**src/rtl/organ_pkg.sv**
```systemverilog
// Shared organ encodings: note/tone codes, keypad map and key-debounce FSM states.
// Used by the keypad scanner, the display driver and the tone generator.
package organ_pkg;

    localparam logic [1:0] TONE_LOW  = 2'b00;
    localparam logic [1:0] TONE_MID  = 2'b10;
    localparam logic [1:0] TONE_HIGH = 2'b11;

    localparam logic [2:0] VALUE_NONE = 3'b000;

    // Key codes are {row[1:0], col[1:0]}; (3,3) is never a live key so it doubles as the sentinel.
    localparam logic [3:0] KEY_NONE      = 4'hF;
    localparam logic [3:0] KEY_UNUSED    = 4'h7;
    localparam logic [3:0] KEY_TONE_LOW  = 4'h8;
    localparam logic [3:0] KEY_TONE_MID  = 4'h9;
    localparam logic [3:0] KEY_TONE_HIGH = 4'hA;
    localparam logic [3:0] KEY_MODE      = 4'hB;

    typedef enum logic [1:0] {
        ST_IDLE,
        ST_DEB,
        ST_PRESSED,
        ST_REL
    } deb_state_e;

    function automatic logic [3:0] key_map(input logic [3:0] raw);
        if (raw[3:2] == 2'b11 || raw == KEY_UNUSED) begin
            return KEY_NONE;
        end
        return raw;
    endfunction

    function automatic logic key_is_note(input logic [3:0] k);
        return (k[3] == 1'b0) && (k != KEY_UNUSED);
    endfunction

    // Keys 0..6 map to notes do..si (001..111).
    function automatic logic [2:0] key_note(input logic [3:0] k);
        return k[2:0] + 3'd1;
    endfunction

endpackage

```
**src/rtl/organ_keypad_scanner_if.sv**
```systemverilog
// Keypad matrix lines plus the decoded note/tone/mode outputs of the scanner.
interface organ_keypad_scanner_if;

    logic [3:0] kbd_col;
    logic [3:0] kbd_row;
    logic [2:0] value;
    logic [1:0] tone;
    logic       state;
    logic       key_valid;
    logic [3:0] key_code;

    modport master (
        input  kbd_col,
        output kbd_row, value, tone, state, key_valid, key_code
    );

    modport slave (
        output kbd_col,
        input  kbd_row, value, tone, state, key_valid, key_code
    );

endinterface

```
**src/rtl/organ_key_debounce.sv**
```systemverilog
// Per-frame press/release debouncer: a key must be seen (or missed) for
// DEBOUNCE_FRAMES consecutive frames before it is accepted (or released).
module organ_key_debounce
    import organ_pkg::*;
#(
    parameter int DEBOUNCE_FRAMES = 4
) (
    input  logic       clk,
    input  logic       rst,
    input  logic       frame_end_i,
    input  logic [3:0] frame_result_i,
    output logic       accept_o,
    output logic       release_o,
    output logic [3:0] cand_o
);

    localparam logic [3:0] CNT_TGT = 4'(DEBOUNCE_FRAMES);

    deb_state_e state_q, state_d;
    logic [3:0] cand_q, cand_d;
    logic [3:0] cnt_q, cnt_d;

    always_ff @(posedge clk or posedge rst) begin
        if (rst) begin
            state_q <= ST_IDLE;
            cand_q  <= KEY_NONE;
            cnt_q   <= 4'd0;
        end else begin
            state_q <= state_d;
            cand_q  <= cand_d;
            cnt_q   <= cnt_d;
        end
    end

    always_comb begin
        state_d   = state_q;
        cand_d    = cand_q;
        cnt_d     = cnt_q;
        accept_o  = 1'b0;
        release_o = 1'b0;
        if (frame_end_i) begin
            case (state_q)
                ST_IDLE: begin
                    if (frame_result_i != KEY_NONE) begin
                        cand_d = frame_result_i;
                        cnt_d  = 4'd1;
                        if (CNT_TGT == 4'd1) begin
                            accept_o = 1'b1;
                            state_d  = ST_PRESSED;
                        end else begin
                            state_d  = ST_DEB;
                        end
                    end
                end
                ST_DEB: begin
                    if (frame_result_i == cand_q) begin
                        cnt_d = cnt_q + 4'd1;
                        if (cnt_d == CNT_TGT) begin
                            accept_o = 1'b1;
                            state_d  = ST_PRESSED;
                        end
                    end else if (frame_result_i == KEY_NONE) begin
                        cnt_d   = 4'd0;
                        state_d = ST_IDLE;
                    end else begin
                        cand_d = frame_result_i;
                        cnt_d  = 4'd1;
                    end
                end
                ST_PRESSED: begin
                    if (frame_result_i != cand_q) begin
                        cnt_d = 4'd1;
                        if (CNT_TGT == 4'd1) begin
                            release_o = 1'b1;
                            state_d   = ST_IDLE;
                        end else begin
                            state_d   = ST_REL;
                        end
                    end
                end
                ST_REL: begin
                    if (frame_result_i != cand_q) begin
                        cnt_d = cnt_q + 4'd1;
                        if (cnt_d == CNT_TGT) begin
                            release_o = 1'b1;
                            state_d   = ST_IDLE;
                        end
                    end else begin
                        state_d = ST_PRESSED;
                    end
                end
                default: state_d = ST_IDLE;
            endcase
        end
    end

    // cand_d is the accepted key even when acceptance happens straight out of IDLE.
    assign cand_o = cand_d;

endmodule

```
**src/rtl/organ_keypad_scanner.sv**
```systemverilog
// 4x4 active-low keypad scanner: row drive, column sync, frame decode and
// the note/tone/mode registers fed by the per-frame debouncer.
module organ_keypad_scanner
    import organ_pkg::*;
#(
    parameter int SCAN_DIV        = 1000,
    parameter int DEBOUNCE_FRAMES = 4
) (
    input  logic                          clk,
    input  logic                          rst,
    organ_keypad_scanner_if.master        kbd_if
);

    localparam int DIV_W = (SCAN_DIV > 1) ? $clog2(SCAN_DIV) : 1;

    logic [3:0]       col_s1_q, col_s2_q;
    logic [DIV_W-1:0] div_q, div_d;
    logic [1:0]       row_q, row_d;
    logic             hit_q;
    logic [3:0]       hit_key_q;
    logic [2:0]       value_q;
    logic [1:0]       tone_q;
    logic             mode_q;
    logic             key_valid_q;
    logic [3:0]       key_code_q;

    logic             tc;
    logic             prev_hit, cur_hit, scan_hit;
    logic [3:0]       scan_key;
    logic             frame_end;
    logic [3:0]       frame_result;
    logic             accept, release_k;
    logic [3:0]       cand;

    function automatic logic [1:0] first_low(input logic [3:0] col);
        logic [1:0] idx;
        idx = 2'd0;
        for (int i = 3; i >= 0; i--) begin
            if (!col[i]) idx = 2'(i);
        end
        return idx;
    endfunction

    assign tc    = (div_q == DIV_W'(SCAN_DIV - 1));
    assign div_d = tc ? '0 : div_q + 1'b1;
    assign row_d = tc ? row_q + 2'd1 : row_q;

    // Earlier rows of the current frame win; row 0 always starts a fresh search.
    assign prev_hit     = hit_q && (row_q != 2'd0);
    assign cur_hit      = (col_s2_q != 4'hF);
    assign scan_hit     = prev_hit || cur_hit;
    assign scan_key     = prev_hit ? hit_key_q : {row_q, first_low(col_s2_q)};
    assign frame_end    = tc && (row_q == 2'd3);
    assign frame_result = scan_hit ? key_map(scan_key) : KEY_NONE;

    always_ff @(posedge clk or posedge rst) begin
        if (rst) begin
            col_s1_q  <= 4'hF;
            col_s2_q  <= 4'hF;
            div_q     <= '0;
            row_q     <= 2'd0;
            hit_q     <= 1'b0;
            hit_key_q <= KEY_NONE;
        end else begin
            col_s1_q <= kbd_if.kbd_col;
            col_s2_q <= col_s1_q;
            div_q    <= div_d;
            row_q    <= row_d;
            if (tc) begin
                hit_q     <= scan_hit;
                hit_key_q <= scan_key;
            end
        end
    end

    organ_key_debounce #(
        .DEBOUNCE_FRAMES (DEBOUNCE_FRAMES)
    ) u_debounce (
        .clk            (clk),
        .rst            (rst),
        .frame_end_i    (frame_end),
        .frame_result_i (frame_result),
        .accept_o       (accept),
        .release_o      (release_k),
        .cand_o         (cand)
    );

    always_ff @(posedge clk or posedge rst) begin
        if (rst) begin
            value_q     <= VALUE_NONE;
            tone_q      <= TONE_MID;
            mode_q      <= 1'b0;
            key_valid_q <= 1'b0;
            key_code_q  <= 4'h0;
        end else begin
            key_valid_q <= accept;
            if (accept) begin
                key_code_q <= cand;
                if (key_is_note(cand)) begin
                    value_q <= key_note(cand);
                end
                case (cand)
                    KEY_TONE_LOW:  tone_q <= TONE_LOW;
                    KEY_TONE_MID:  tone_q <= TONE_MID;
                    KEY_TONE_HIGH: tone_q <= TONE_HIGH;
                    KEY_MODE:      mode_q <= ~mode_q;
                    default: ;
                endcase
            end else if (release_k && key_is_note(cand)) begin
                value_q <= VALUE_NONE;
            end
        end
    end

    assign kbd_if.kbd_row   = ~(4'b0001 << row_q);
    assign kbd_if.value     = value_q;
    assign kbd_if.tone      = tone_q;
    assign kbd_if.state     = mode_q;
    assign kbd_if.key_valid = key_valid_q;
    assign kbd_if.key_code  = key_code_q;

endmodule

```
**src/flat_wrapper.sv**
```systemverilog
// flat-port wrapper written by rule: the top's interface ports become plain ports
module organ_keypad_scanner_flat import organ_pkg::*;
#(
    parameter int SCAN_DIV        = 1000,
    parameter int DEBOUNCE_FRAMES = 4
)
  (clk, rst, kbd_if_kbd_col, kbd_if_kbd_row, kbd_if_value, kbd_if_tone, kbd_if_state, kbd_if_key_valid, kbd_if_key_code);
  organ_keypad_scanner_if kbd_if_i ();
  input  logic clk;
  input  logic rst;
  input wire logic [$bits(kbd_if_i.kbd_col)-1:0] kbd_if_kbd_col;
  output wire logic [$bits(kbd_if_i.kbd_row)-1:0] kbd_if_kbd_row;
  output wire logic [$bits(kbd_if_i.value)-1:0] kbd_if_value;
  output wire logic [$bits(kbd_if_i.tone)-1:0] kbd_if_tone;
  output wire logic [$bits(kbd_if_i.state)-1:0] kbd_if_state;
  output wire logic [$bits(kbd_if_i.key_valid)-1:0] kbd_if_key_valid;
  output wire logic [$bits(kbd_if_i.key_code)-1:0] kbd_if_key_code;
  assign kbd_if_i.kbd_col = kbd_if_kbd_col;
  assign kbd_if_kbd_row = kbd_if_i.kbd_row;
  assign kbd_if_value = kbd_if_i.value;
  assign kbd_if_tone = kbd_if_i.tone;
  assign kbd_if_state = kbd_if_i.state;
  assign kbd_if_key_valid = kbd_if_i.key_valid;
  assign kbd_if_key_code = kbd_if_i.key_code;
  organ_keypad_scanner #(.SCAN_DIV(SCAN_DIV), .DEBOUNCE_FRAMES(DEBOUNCE_FRAMES)) u_core (.clk(clk), .rst(rst), .kbd_if(kbd_if_i));
endmodule
```
**config.mk**
```make
export PLATFORM = sky130hd
export DESIGN_NAME = organ_keypad_scanner_flat
export DESIGN_NICKNAME = d
export VERILOG_FILES = /design/src/rtl/organ_pkg.sv /design/src/rtl/organ_keypad_scanner_if.sv /design/src/rtl/organ_key_debounce.sv /design/src/rtl/organ_keypad_scanner.sv /design/src/flat_wrapper.sv
export SDC_FILE = /design/constraint.sdc
export NUM_CORES = 1
export LEC_CHECK = 0
export CAP_MARGIN = 30
export CORE_ASPECT_RATIO = 1.75
export CORE_MARGIN = 1
export CORE_UTILIZATION = 57
export CTS_BUF_LIST = sky130_fd_sc_hd__clkbuf_2
export CTS_CLUSTER_DIAMETER = 100
export DETAILED_ROUTE_END_ITERATION = 8
export PLACE_DENSITY_LB_ADDON = 0.2
export SLEW_MARGIN = 40
export SYNTH_ARGS = -nofsm -noshare
export SYNTH_HDL_FRONTEND = slang
export SYNTH_SLANG_ARGS = --single-unit
```
**constraint.sdc**
```tcl
create_clock -name clk -period 9.49 [get_ports clk]
set_input_delay 2.847 -clock clk [delete_from_list [all_inputs] [get_ports clk]]
set_output_delay 2.847 -clock clk [all_outputs]
set_load 0.01 [all_outputs]
```
* After elaboration in Yosys (flattened, before gate mapping)
Index checks and enable logic that the tools add are counted.
Word-level totals: register bits 46, input bits 6
Cells by class: bitwise logic cells 3, eq/ne operators 25, $add $sub $neg 4, shift-type cells 1, reductions and logical operators 15, muxes and demuxes 40
Operators with widths (number):
- $mux 4 | 12
- $mux 2 | 11
- $eq 4x4->1 const B | 5
- $pmux 4 s4 | 1
- $add 10x1->10 const B | 1
- $eq 10x10->1 const B | 1
- $mux 10 | 1
- $mux 1 | 9
- $mux 3 | 3
- $ne 3x3->1 const B | 3
- $eq 2x2->1 const B | 4
- $eq 4x3->1 const B | 2
- $ne 2x2->1 const B | 4
- $ne 4x4->1 const B | 2
- $pmux 2 s4 | 1
- $pmux 4 s2 | 1
- $pmux 2 s3 | 1
- $reduce_and 2->1 | 3
- $reduce_and 6->1 | 1
- $add 4x1->4 const B | 1
- $eq 4x4->1 | 1
- $logic_and 1x1->1 | 4
- $ne 4x3->1 const B | 1
- $ne 4x4->1 | 1
- 11 further kinds | 14

* Logic depth before layout (Yosys ltp)
depth after elaboration 20, depth in mapped cells 15, gate-level depth less buffers 14

* Modules after synthesis
From an unflattened synthesis, not the netlist that was laid out.
Unflattened totals: cells, all modules 220, area, all modules 2312.2 um^2
By module, submodules not included:
- organ_keypad_scanner | area each 1647.8 um^2, instances 1, cells an instance 148, seq. area each 917.1 um^2
- organ_key_debounce | area each 664.4 um^2, instances 1, cells an instance 72, seq. area each 255.2 um^2

* Least setup slack after synthesis
No wires, ideal clock.
path kind register -> output, from reg u_core.row_q[0], to out kbd_if_kbd_row[0], path buffers 0, arrival time 0.867 ns, slack 5.776 ns, stages on the path, launching flop included 4, path through dfrtp_1 -> inv_1 -> ha_1 -> inv_1
On the way: longest elaborated chain between the ends 2
Ends and longest elaborated chain:
- from (decl) | RTL line organ_keypad_scanner.sv:18 | logic [1:0] row_q, row_d;
- from (signal assigned) | RTL line organ_keypad_scanner.sv:68 | row_q <= row_d;
- $shl 1x2->4 | RTL line organ_keypad_scanner.sv:115 | assign kbd_if.kbd_row = ~(4'b0001 << row_q);
- $not 4->4 | RTL line organ_keypad_scanner.sv:115
- to (decl) | RTL line flat_wrapper.sv:12 | output wire logic [$bits(kbd_if_i.kbd_row)-1:0] kbd_if_kbd_row;
Every way passes these cells.

* Worst setup path after layout
Same ends and word-level chain as after synthesis.

==> impl_metrics.tcl <==
set metrics [dict create \
    layout_fillers 329 \
    io_pins 21 \
    setup_viol 0 \
    finalMaxSlewViolations 0 \
    die_height_um 88.82 \
    regToRegStartpoint "u_core.row_q[0]$_DFFE_PP0N_" \
    max_slew.worst_pin.slew_ns 0.5820 \
    max-clock-path-buffers 2 \
    holdCritStartpoint "u_core.col_s1_q[3]$_DFF_PP1_" \
    drt-pass1-iter-count 4 \
    synth_nets 257 \
    status "finished clean" \
    share_of_synthesized_flip_flops_with_an_asynchronous_set_or_reset_pct 100.0 \
    yosys-top-cells-area "sky130_fd_sc_hd__dfrtp_1 (30%), sky130_fd_sc_hd__dfstp_2 (18%), sky130_fd_sc_hd__ha_1 (5.1%)" \
    fin_crit_sh_pct 50.28 \
    h_tree_levels 2 \
    number_of_antenna_violations_at_the_first_check_in_global_routing 0 \
    post_route_cells_drive_above_1_share_pct 13.69 \
    die_x_um 51.61 \
    drv.max_cap_violation_count 0 \
    worst_clock_skew_ns 0.01648 \
    post-synth-top-area-cell "sky130_fd_sc_hd__dfrtp_1" \
    clockRootBuffer "sky130_fd_sc_hd__clkbuf_2" \
    detailroute.via_count 1858 \
    final_design_utilization_pct 65.72 \
    regToRegEndpoint "u_core.kbd_if.value[0]$_DFFE_PP0P_" \
    wirelength_mm 4.758 \
    cts_tree "built" \
    ff2ff_setup_slack_ns 5.48 \
    placeable_core_region_sq_um 4150 \
    crit_required_ns 6.64 \
    cts.hold.buffers_added 0 \
    synth_top_flop_cell "sky130_fd_sc_hd__dfrtp_1" \
    yosys_register_bits 46 \
    cts_repair_resize_count 0 \
    hold_end "u_core.col_s2_q[3]$_DFF_PP1_" \
    leading_cell_type_in_the_layout_fill_and_taps_excluded "sky130_fd_sc_hd__dfrtp_1" \
    worst_setup_path_startpoint "u_core.row_q[0]$_DFFE_PP0N_" \
    route.detailed.wl_per_inst_um 15.25 \
    final.min_clock_period_ns 4.772 \
    worstHoldPathCells 0 \
    max_transition_margin_pct 60.79 \
    grtUsageTotal_pct 23.93 \
    hold_path_class "flop to flop" \
    fin_tns_setup_ns 0 \
    gr-total-overflow 0 \
    synthDistinctLibCells 55 \
    standard_cell_row_count 31 \
    io_buffers 20 \
    synth_top_cell_area_share_pct 29.56 \
    first_pass_grt_wire_length_mm 8.107 \
    die-area_sq_um 4584 \
    number_of_buffers_added_by_the_clock_tree_synthesis_step 5 \
    synth.yosys.warnings 0 \
    crit_path_end_kind "output pin" \
    area_delta_synth_final_pct 11.11 \
    p_leak_uw 0.001196 \
    synth_area_sq_um 2455 \
    detail_route.vias_per_cell 5.955 \
    finalNetCount 278 \
    cts.clk_slew.worst_paths_ns 0.20 \
    synth_edf_count 0 \
    critical_path_class "flop to output pin" \
    syn-mean-instance-area_sq_um 10.19 \
    antenna_diode_count 0 \
    post_cts_buffers 0 \
    timing.fmax_mhz 209.6 \
    layout.cells.most_common_list "sky130_fd_sc_hd__dfrtp_1 (29), sky130_fd_sc_hd__nand2_1 (23), sky130_fd_sc_hd__nor2_1 (22), sky130_fd_sc_hd__clkdlybuf4s50_1 (20)" \
    r2r_cells 12 \
    arrival_ns 1.92 \
    rsz0062_at_grt "no" \
    synthCells 241 \
    grt_pass1_vias 1786 \
    dr_iter_0_viols 28 \
    starting_density_of_the_core_pct 59.15 \
    power.ir.vdd_worst_mv 0.1253 \
    finalHoldViolations 0 \
    grt_max_degree 47 \
    power.density_nw_per_um2 107.3 \
    cts.sink_count 46 \
    hpwlAfterDp_mm 3.574 \
    remaining_drc_errors 0 \
    detail-route-antenna-nets 0 \
    synth.yosys.seq_area_share_pct 47.76 \
    finalWeightedCongestion 0.8921 \
    crit_fanout 8 \
    clkLatencyLatePin_ns 0.41 \
    start_kind "flop" \
]
==> per-stage QoR <==
stage | instance area, sq um | worst slack [ns] | instances | power [uW] | hold slack (ns)
3_5_place_dp | 2689 | 5.182 | 304 | 218.6 | 0.3478
6_report | 2728 | 4.718 | 312 | 292.7 | 0.3703
3_3_place_gp | 2686 | 5.218 | 304 | 218.1 | 0.3458
4_1_cts | 2728 | 4.675 | 312 | 296.5 | 0.3714
5_1_grt | 2728 | 4.556 | 312 | 308.0 | 0.3813
2_1_floorplan | 2455 | 5.583 | 241 | 214.0 | 0.3452
==> logic make-up after synthesis <==
family          synth area share, %
compound gates                18.04
xor+xnor                      3.568
fa+ha+maj                     5.097
buf+inv                       4.281
simple gates                  16.41
mux                           4.842
flops                         47.76
==> critical path: stages, from the launching register on <==
cell and delay, ns:
sky130_fd_sc_hd__dfrtp_1 0.52, sky130_fd_sc_hd__inv_1 0.14, sky130_fd_sc_hd__ha_1 0.27, sky130_fd_sc_hd__inv_1 0.07, sky130_fd_sc_hd__clkdlybuf4s50_1 0.52
==> worst max path at each step <==
| stage | to | cells after the start |
|---|---|---|
| 2_1_floorplan | asynchronous set/reset pin | 1 |
| 3_3_place_gp | kbd_if_kbd_row[0] | 4 |
| 3_5_place_dp | kbd_if_kbd_row[0] | 4 |
| 4_1_cts | kbd_if_kbd_row[0] | 4 |
| 5_1_grt | kbd_if_kbd_row[0] | 4 |
| 6_report | kbd_if_kbd_row[0] | 4 |
==> per-layer routing <==
layer / part of all wire [%] / vias to the layer above / track usage (%)
met3: 2.4 / 13 / 3.952
met4: 3.3 / 0 / 11.79
met5: 0 / - / 0
met1: 40 / 908 / 26.98
met2: 54 / 36 / 42.62
li1: - / 901 / -
==> sequential cells by signal (all words and copies together) (netlist names), 2 cells and up, named ones only <==
| name | cells |
|---|---|
| u_core.kbd_if.value | 3 |
| u_core.col_s1_q | 4 |
| u_core.div_q | 10 |
| u_core.kbd_if.tone | 2 |
| u_core.u_debounce.cand_q | 4 |
| u_core.u_debounce.cnt_q | 4 |
| u_core.row_q | 2 |
| u_core.kbd_if.key_code | 4 |
| u_core.hit_key_q | 4 |
| u_core.col_s2_q | 4 |
==> Yosys cell counts, drive strengths merged, types with 2 or more instances <==
cell type and count:
and3 3, nand2 23, a211o 2, dfrtp 29, buf 4, o211ai 4, mux2i 5, xnor2 5
o21a 3, a21oi 6, dfstp 17, mux2 3, a31oi 2, inv 18, nor2 22, a311oi 2
and3b 3, o41ai 2, and2 2, o22ai 2, a41oi 2, a21o 2, a211oi 3, a22o 5
nor3 5, clkbuf 3, o21ai 13, xor2 5, nor4 2, ha 10, nand2b 2, nor2b 4
nand3 10, o31ai 2
==> power breakdown <==
part | internal (uW) | switching (uW) | total [uW]
sequential | 200 | 1.82 | 202
combinational | 5.05 | 8.56 | 13.6
clock | 18.1 | 59.4 | 77.5
total | 223 | 69.8 | 293
==> final cells by class <==
cell class | count | area, sq um | share of cell area (%)
clock buffer | 6 | 30.03 | 1.101
clock inverter | 2 | 8.758 | 0.3211
inverter | 18 | 70.07 | 2.569
multi-input combinational | 170 | 1177 | 43.17
sequential | 46 | 1172 | 42.98
tap | 49 | 61.31 | 2.248
timing repair buffer | 21 | 207.7 | 7.615
No activity file was read; power rests on OpenSTA's default activity.
